==> src/rtl/subscripts_gen_pipe.sv <==
// Two-stage subscript generator: sub[s] = base[s] + sum_j iv[s][j]*stride[s][j].
// Optional bound wrap against per-subscript limits: SUBSCRIPTS_GEN_BOUND_WRAP_EN.
module subscripts_gen_pipe #(
  parameter int N_SUB  = 2,
  parameter int N_IV   = 4,
  parameter int IV_W   = 8,
  parameter int ADDR_W = 16
) (
  input  logic                         clk_i,
  input  logic                         rst_i,
  input  logic                         cfg_we_i,
  input  logic [N_SUB*N_IV*IV_W-1:0]   cfg_stride_i,
  input  logic [N_SUB*ADDR_W-1:0]      cfg_base_i,
  input  logic [N_SUB*ADDR_W-1:0]      cfg_limit_i,
  output logic                         busy_o,
  input  logic                         in_valid_i,
  output logic                         in_ready_o,
  input  logic [N_SUB*N_IV*IV_W-1:0]   iv_i,
  output logic                         out_valid_o,
  input  logic                         out_ready_i,
  output logic [N_SUB*ADDR_W-1:0]      subscripts_o,
  output logic [N_SUB-1:0]             oob_o
);

  localparam int PW = (2*IV_W > ADDR_W) ? 2*IV_W : ADDR_W;

  logic [N_SUB*N_IV*IV_W-1:0] r_stride;
  logic [N_SUB*ADDR_W-1:0]    r_base;
  logic [ADDR_W-1:0]          r_prod [N_SUB][N_IV];
  logic                       r_s1_valid;
  logic                       r_out_valid;
  logic [N_SUB*ADDR_W-1:0]    r_sub;
  logic [N_SUB-1:0]           r_oob;

  logic                       w_adv;
  logic                       w_xfer;
  logic                       w_cfg_ld;
  logic [ADDR_W-1:0]          w_prod [N_SUB][N_IV];
  logic [ADDR_W-1:0]          w_v;
  logic [N_SUB*ADDR_W-1:0]    w_sub;
  logic [N_SUB-1:0]           w_oob;

`ifdef SUBSCRIPTS_GEN_BOUND_WRAP_EN
  logic [N_SUB*ADDR_W-1:0]    r_limit;
  logic [ADDR_W-1:0]          w_lim;
`else
  logic                       w_unused_limit;
  assign w_unused_limit = ^cfg_limit_i;
`endif

  function automatic logic [ADDR_W-1:0] mul_tr(
    input logic [IV_W-1:0] a,
    input logic [IV_W-1:0] b
  );
    logic [PW-1:0] f;
    f = PW'(a) * PW'(b);
    return f[ADDR_W-1:0];
  endfunction

  assign busy_o      = r_s1_valid | r_out_valid;
  assign w_adv       = !r_out_valid | out_ready_i;
  assign in_ready_o  = w_adv & !cfg_we_i;
  assign w_xfer      = in_valid_i & in_ready_o;
  assign w_cfg_ld    = cfg_we_i & !busy_o;
  assign out_valid_o = r_out_valid;
  assign subscripts_o = r_sub;
  assign oob_o       = r_oob;

  always_comb begin
    for (int s = 0; s < N_SUB; s++) begin
      for (int j = 0; j < N_IV; j++) begin
        w_prod[s][j] = mul_tr(iv_i[(s*N_IV+j)*IV_W +: IV_W],
                              r_stride[(s*N_IV+j)*IV_W +: IV_W]);
      end
    end
  end

  // Sum wraps silently; the optional bound check is a single subtraction.
  always_comb begin
    w_sub = '0;
    w_oob = '0;
    w_v   = '0;
`ifdef SUBSCRIPTS_GEN_BOUND_WRAP_EN
    w_lim = '0;
`endif
    for (int s = 0; s < N_SUB; s++) begin
      w_v = r_base[s*ADDR_W +: ADDR_W];
      for (int j = 0; j < N_IV; j++) begin
        w_v = w_v + r_prod[s][j];
      end
`ifdef SUBSCRIPTS_GEN_BOUND_WRAP_EN
      w_lim = r_limit[s*ADDR_W +: ADDR_W];
      if (w_lim != '0 && w_v >= w_lim) begin
        w_sub[s*ADDR_W +: ADDR_W] = w_v - w_lim;
        w_oob[s] = 1'b1;
      end else begin
        w_sub[s*ADDR_W +: ADDR_W] = w_v;
      end
`else
      w_sub[s*ADDR_W +: ADDR_W] = w_v;
`endif
    end
  end

  always_ff @(posedge clk_i) begin
    if (rst_i) begin
      r_stride    <= '0;
      r_base      <= '0;
`ifdef SUBSCRIPTS_GEN_BOUND_WRAP_EN
      r_limit     <= '0;
`endif
      r_s1_valid  <= 1'b0;
      r_out_valid <= 1'b0;
      r_sub       <= '0;
      r_oob       <= '0;
      for (int s = 0; s < N_SUB; s++) begin
        for (int j = 0; j < N_IV; j++) begin
          r_prod[s][j] <= '0;
        end
      end
    end else begin
      if (w_cfg_ld) begin
        r_stride <= cfg_stride_i;
        r_base   <= cfg_base_i;
`ifdef SUBSCRIPTS_GEN_BOUND_WRAP_EN
        r_limit  <= cfg_limit_i;
`endif
      end
      if (w_adv) begin
        r_s1_valid  <= w_xfer;
        r_out_valid <= r_s1_valid;
        r_sub       <= w_sub;
        r_oob       <= w_oob;
        if (w_xfer) begin
          for (int s = 0; s < N_SUB; s++) begin
            for (int j = 0; j < N_IV; j++) begin
              r_prod[s][j] <= w_prod[s][j];
            end
          end
        end
      end
    end
  end

endmodule

==> config.mk <==
export PLATFORM = sky130hd
export DESIGN_NAME = subscripts_gen_pipe
export DESIGN_NICKNAME = d
export VERILOG_FILES = /design/src/rtl/subscripts_gen_pipe.sv
export SDC_FILE = /design/constraint.sdc
export NUM_CORES = 2
export LEC_CHECK = 0
export BUFFER_PORTS_ARGS = -buffer_cell sky130_fd_sc_hd__buf_2
export CAP_MARGIN = 20
export CORE_ASPECT_RATIO = 1.4
export CORE_MARGIN = 2
export CORE_UTILIZATION = 37
export CTS_BUF_LIST = sky130_fd_sc_hd__clkbuf_8
export CTS_CLUSTER_DIAMETER = 80
export DETAILED_ROUTE_END_ITERATION = 8
export GPL_TIMING_DRIVEN = 0
export HOLD_SLACK_MARGIN = 0.05
export PLACE_DENSITY = 0.63
export SLEW_MARGIN = 10
export SYNTH_ARGS = -nofsm -noshare
export SYNTH_HDL_FRONTEND = slang
export SYNTH_SLANG_ARGS = --single-unit
==> constraint.sdc <==
create_clock -name clk_i -period 6.1 [get_ports clk_i]
set_input_delay 0.305 -clock clk_i [delete_from_list [all_inputs] [get_ports clk_i]]
set_output_delay 0.305 -clock clk_i [all_outputs]
set_load 0.02 [all_outputs]
==> run_results.csv <==
group,metric,value,unit
worst_setup_path,crit_fanout,9,
grt,grt_max_degree,63,
timing,holdWs,0.0970,ns
hold_path,min_from,"iv_i[56]",
worst_setup_path,crit_chain,"and2_1, fa_1, fa_1, fa_1, inv_1, fa_1, inv_1, ha_1, o21a_1, o21ai_0, a21oi_1, o221ai_1, nand3_1, a21oi_1",
synthesis,ys.flop_type,"dfxtp_1",
clock_network,cts_resized,0,
timing,max_freq,210,MHz
layout,fin_cells,4491,
hold_path,hold_depth,2,
floorplan,initial_core_util,0.374,
clock_network,insertion_delay,0.65,ns
power_and_ir_drop,p_per_area,214,nW/um2
placed_design,place_hpwl,63800,um
timing,finalSetupViolations,0,
clock_network,clk_pin_slew,0.07,ns
timing,post-route-min-period,4.76,ns
route,drt_iter0_markers,1003,
worst_setup_path,crit_end,"r_prod[1][45]$_SDFFCE_PN0P_",
synthesis,synth_warnings,0,
synthesis,synth_top_area_cell,"fa_1",
flow_run,drv_cap,0,
layout,final_common_cell,"inv_1",
grt,grt_pass1_vias,23000,
worst_setup_path,crit_path_end_kind,"register",
layout,area_delta_synth_final,15.4,%
clock_network,cts_tree,"yes",
grt,grt-ovfl-total,0,
worst_setup_path,cp_common_cell,"fa_1",
route,vias_per_cell,4.81,
grt,grt_pass1_wl,123000,um
floorplan,dieArea,79900,um2
worst_setup_path,timing.rr.end,"r_prod[1][45]$_SDFFCE_PN0P_",
layout,regArea,6450,um2
timing,tightest_slew,1.10,ns
layout,nets,4306,
timing,rsz0062_at_grt,"false",
timing,finalHoldViolCount,0,
worst_setup_path,worst-path-buf-inv,2,
worst_setup_path,cp_slowest_cell,"dfxtp_1",
synthesis,synth_top_area_frac,0.262,
timing,slew_violations,0,
grt,antenna_found_initial,3,
synthesis,syn_inst,3060,
power_and_ir_drop,total_power,0.00709,W
timing,finalCritPeriodShare,0.780,
floorplan,io_pins,234,
clock_network,clock-sinks,258,
route,dr.pass1.iters,7,
synthesis,syn_avg_cell_area,9.38,um2
status,run_status,"complete, no violations",
route,wl_per_cell,17.3,um
synthesis,synth_cell_type_count,59,
worst_setup_path,path_class,"register to register",
grt,grt_usage,0.202,
synthesis,synth-seq-cells,258,
floorplan,dieWidth,239,um
worst_setup_path,startpoint,"r_stride[47]$_SDFFE_PP0P_",
worst_setup_path,rr_worst_depth,14,
worst_setup_path,crit_path_start_kind,"register",
synthesis,synth_edf_count,128,
power_and_ir_drop,peakVddDrop,156,uV
synthesis,ys_seq_area_frac,0.225,
floorplan,core,76700,um2
worst_setup_path,cp.depth,14,
clock_network,h-tree-depth,2,
worst_setup_path,r2r_setup_slack,1.34,ns
timing,setup_ws,1.34,ns
route,ant_nets,0,
placed_design,place_congestion,0.890,
worst_setup_path,r2r_start,"r_stride[47]$_SDFFE_PP0P_",
power_and_ir_drop,leakagePower,16.7,nW
worst_setup_path,cp_data_arrival_time,5.13,ns
synthesis,synth_area_leaders,"fa_1 (26%), ha_1 (14%), edfxtp_1 (13%), and2_1 (9.5%), dfxtp_1 (9.1%)",
worst_setup_path,cp_top_family,"adder cells",
layout,multi_input_area,19900,um2
synthesis,async_flop_share,0,
worst_setup_path,max_stage_delay,0.66,ns
worst_setup_path,required,6.47,ns
layout,final_layout_size_suffix_gt1_frac,0.0857,
synthesis,syn_area,28700,um2
clock_network,cts_buffer_depth,3,
route,vias,21600,
placed_design,io_buffers,199,
layout,nFillCells,7581,
route,wl,77800,um
timing,relSlewSlack,0.266,
clock_network,cts_root_buffer,"clkbuf_8",
placed_design,preCtsSetupSlack,1.33,ns
hold_path,hold_class,"primary input to register",
route,route.detailed.drc,0,
timing,fin_skew,0.0336,ns
floorplan,std_cell_rows,120,
layout,final_cell_mix,"inv_1 (572), and2_1 (436), fa_1 (376)",
clock_network,numCtsBuffers,49,
floorplan,dieHeight,334,um
placed_design,dpl.cell_count,4302,
-- per-stage QoR --
stage	utilization	area, um2	setup TNS [ns]
2_1_floorplan	-	28700	0
3_5_place_dp	0.405	31100	0
4_1_cts	0.432	33100	0
6_report	0.432	33100	0
3_3_place_gp	0.404	31000	-123.09
5_1_grt	0.432	33100	0
-- cell usage after synthesis (all sizes together) (3+ instances only) --
| library cell | number |
|---|---|
| a2111oi | 3 |
| a211oi | 22 |
| a21o | 32 |
| a21oi | 175 |
| a31oi | 9 |
| and2 | 436 |
| and3 | 9 |
| buf | 11 |
| clkbuf | 50 |
| dfxtp | 130 |
| edfxtp | 128 |
| fa | 376 |
| ha | 320 |
| inv | 557 |
| mux2i | 12 |
| nand2 | 345 |
| nand2b | 11 |
| nand3 | 16 |
| nor2 | 124 |
| nor2b | 24 |
| nor3 | 31 |
| nor3b | 10 |
| o21a | 34 |
| o21ai | 34 |
| o21bai | 3 |
| o221ai | 7 |
| o22ai | 6 |
| o31a | 6 |
| o31ai | 3 |
| or2 | 3 |
| or3 | 20 |
| xnor2 | 39 |
| xor2 | 51 |
-- sequential cells by signal (all words and copies together), names as in the netlist --
name / count
out_valid_o: 1
r_base: 32
r_prod: 128
r_s1_valid: 1
r_stride: 64
subscripts_o: 32
-- final cells by class --
| class | instances | area share |
|---|---|---|
| inverters | 557 | 0.0631 |
| plain buffers | 61 | 0.00722 |
| well taps | 1037 | 0.0392 |
| multi-input cells | 2185 | 0.602 |
| flip-flops and latches | 258 | 0.195 |
| clock buffers | 58 | 0.0241 |
| clock inverters | 33 | 0.00707 |
| diodes | 1 | 0.0000756 |
| repair buffers | 301 | 0.0622 |
-- cell families (layout without fill, tap and decap cells) --
family,count (synthesis),in the layout,share of synthesized area
mux,12,12,0.00418
flops,258,258,0.225
fa+ha+maj,696,696,0.402
buf+inv,618,1010,0.0811
simple gates,1036,1036,0.184
other cells,1,3,0.000131
compound gates,349,349,0.0772
xor+xnor,90,90,0.0275
-- power by group --
group / internal, W / switching, W / leakage [nW]
Clock: 0.000998 / 0.000829 / 0.595
Sequential: 0.00202 / 0.000173 / 2.44
Combinational: 0.00127 / 0.00181 / 13.6
Total: 0.00428 / 0.00281 / 16.7
-- what timing repair did --
item	in CTS	in global routing
setup buffers	0	0
hold endpoints to repair	97	0
hold buffers	97	0
-- how the worst min path moves through the flow --
stage	end
after detailed placement	subscripts_o[8]$_SDFFE_PP0N_
final	r_prod[1][0]$_SDFFCE_PN0P_
after CTS	r_prod[0][32]$_SDFFCE_PN0P_
after global routing	r_prod[1][0]$_SDFFCE_PN0P_
after floorplan	r_s1_valid$_SDFFE_PP0N_
after global placement	subscripts_o[12]$_SDFFE_PP0N_
-- metal layers --
metal / vias up / global-route usage / wire length (um)
met5: - / 0 / 12
met1: 10600 / 0.228 / 29900
li1: 10300 / - / -
met3: 148 / 0.0343 / 4040
met4: 2 / 0.0931 / 3810
met2: 469 / 0.367 / 40000
-- worst register-to-register path, stage by stage, from the launching register on --
cell,delay [ns]
dfxtp_1,0.66
and2_1,0.23
fa_1,0.42
fa_1,0.46
fa_1,0.50
inv_1,0.06
fa_1,0.49
inv_1,0.05
ha_1,0.31
o21a_1,0.19
o21ai_0,0.21
a21oi_1,0.10
o221ai_1,0.26
nand3_1,0.12
a21oi_1,0.44
No activity file was read; power rests on OpenSTA's default activity.
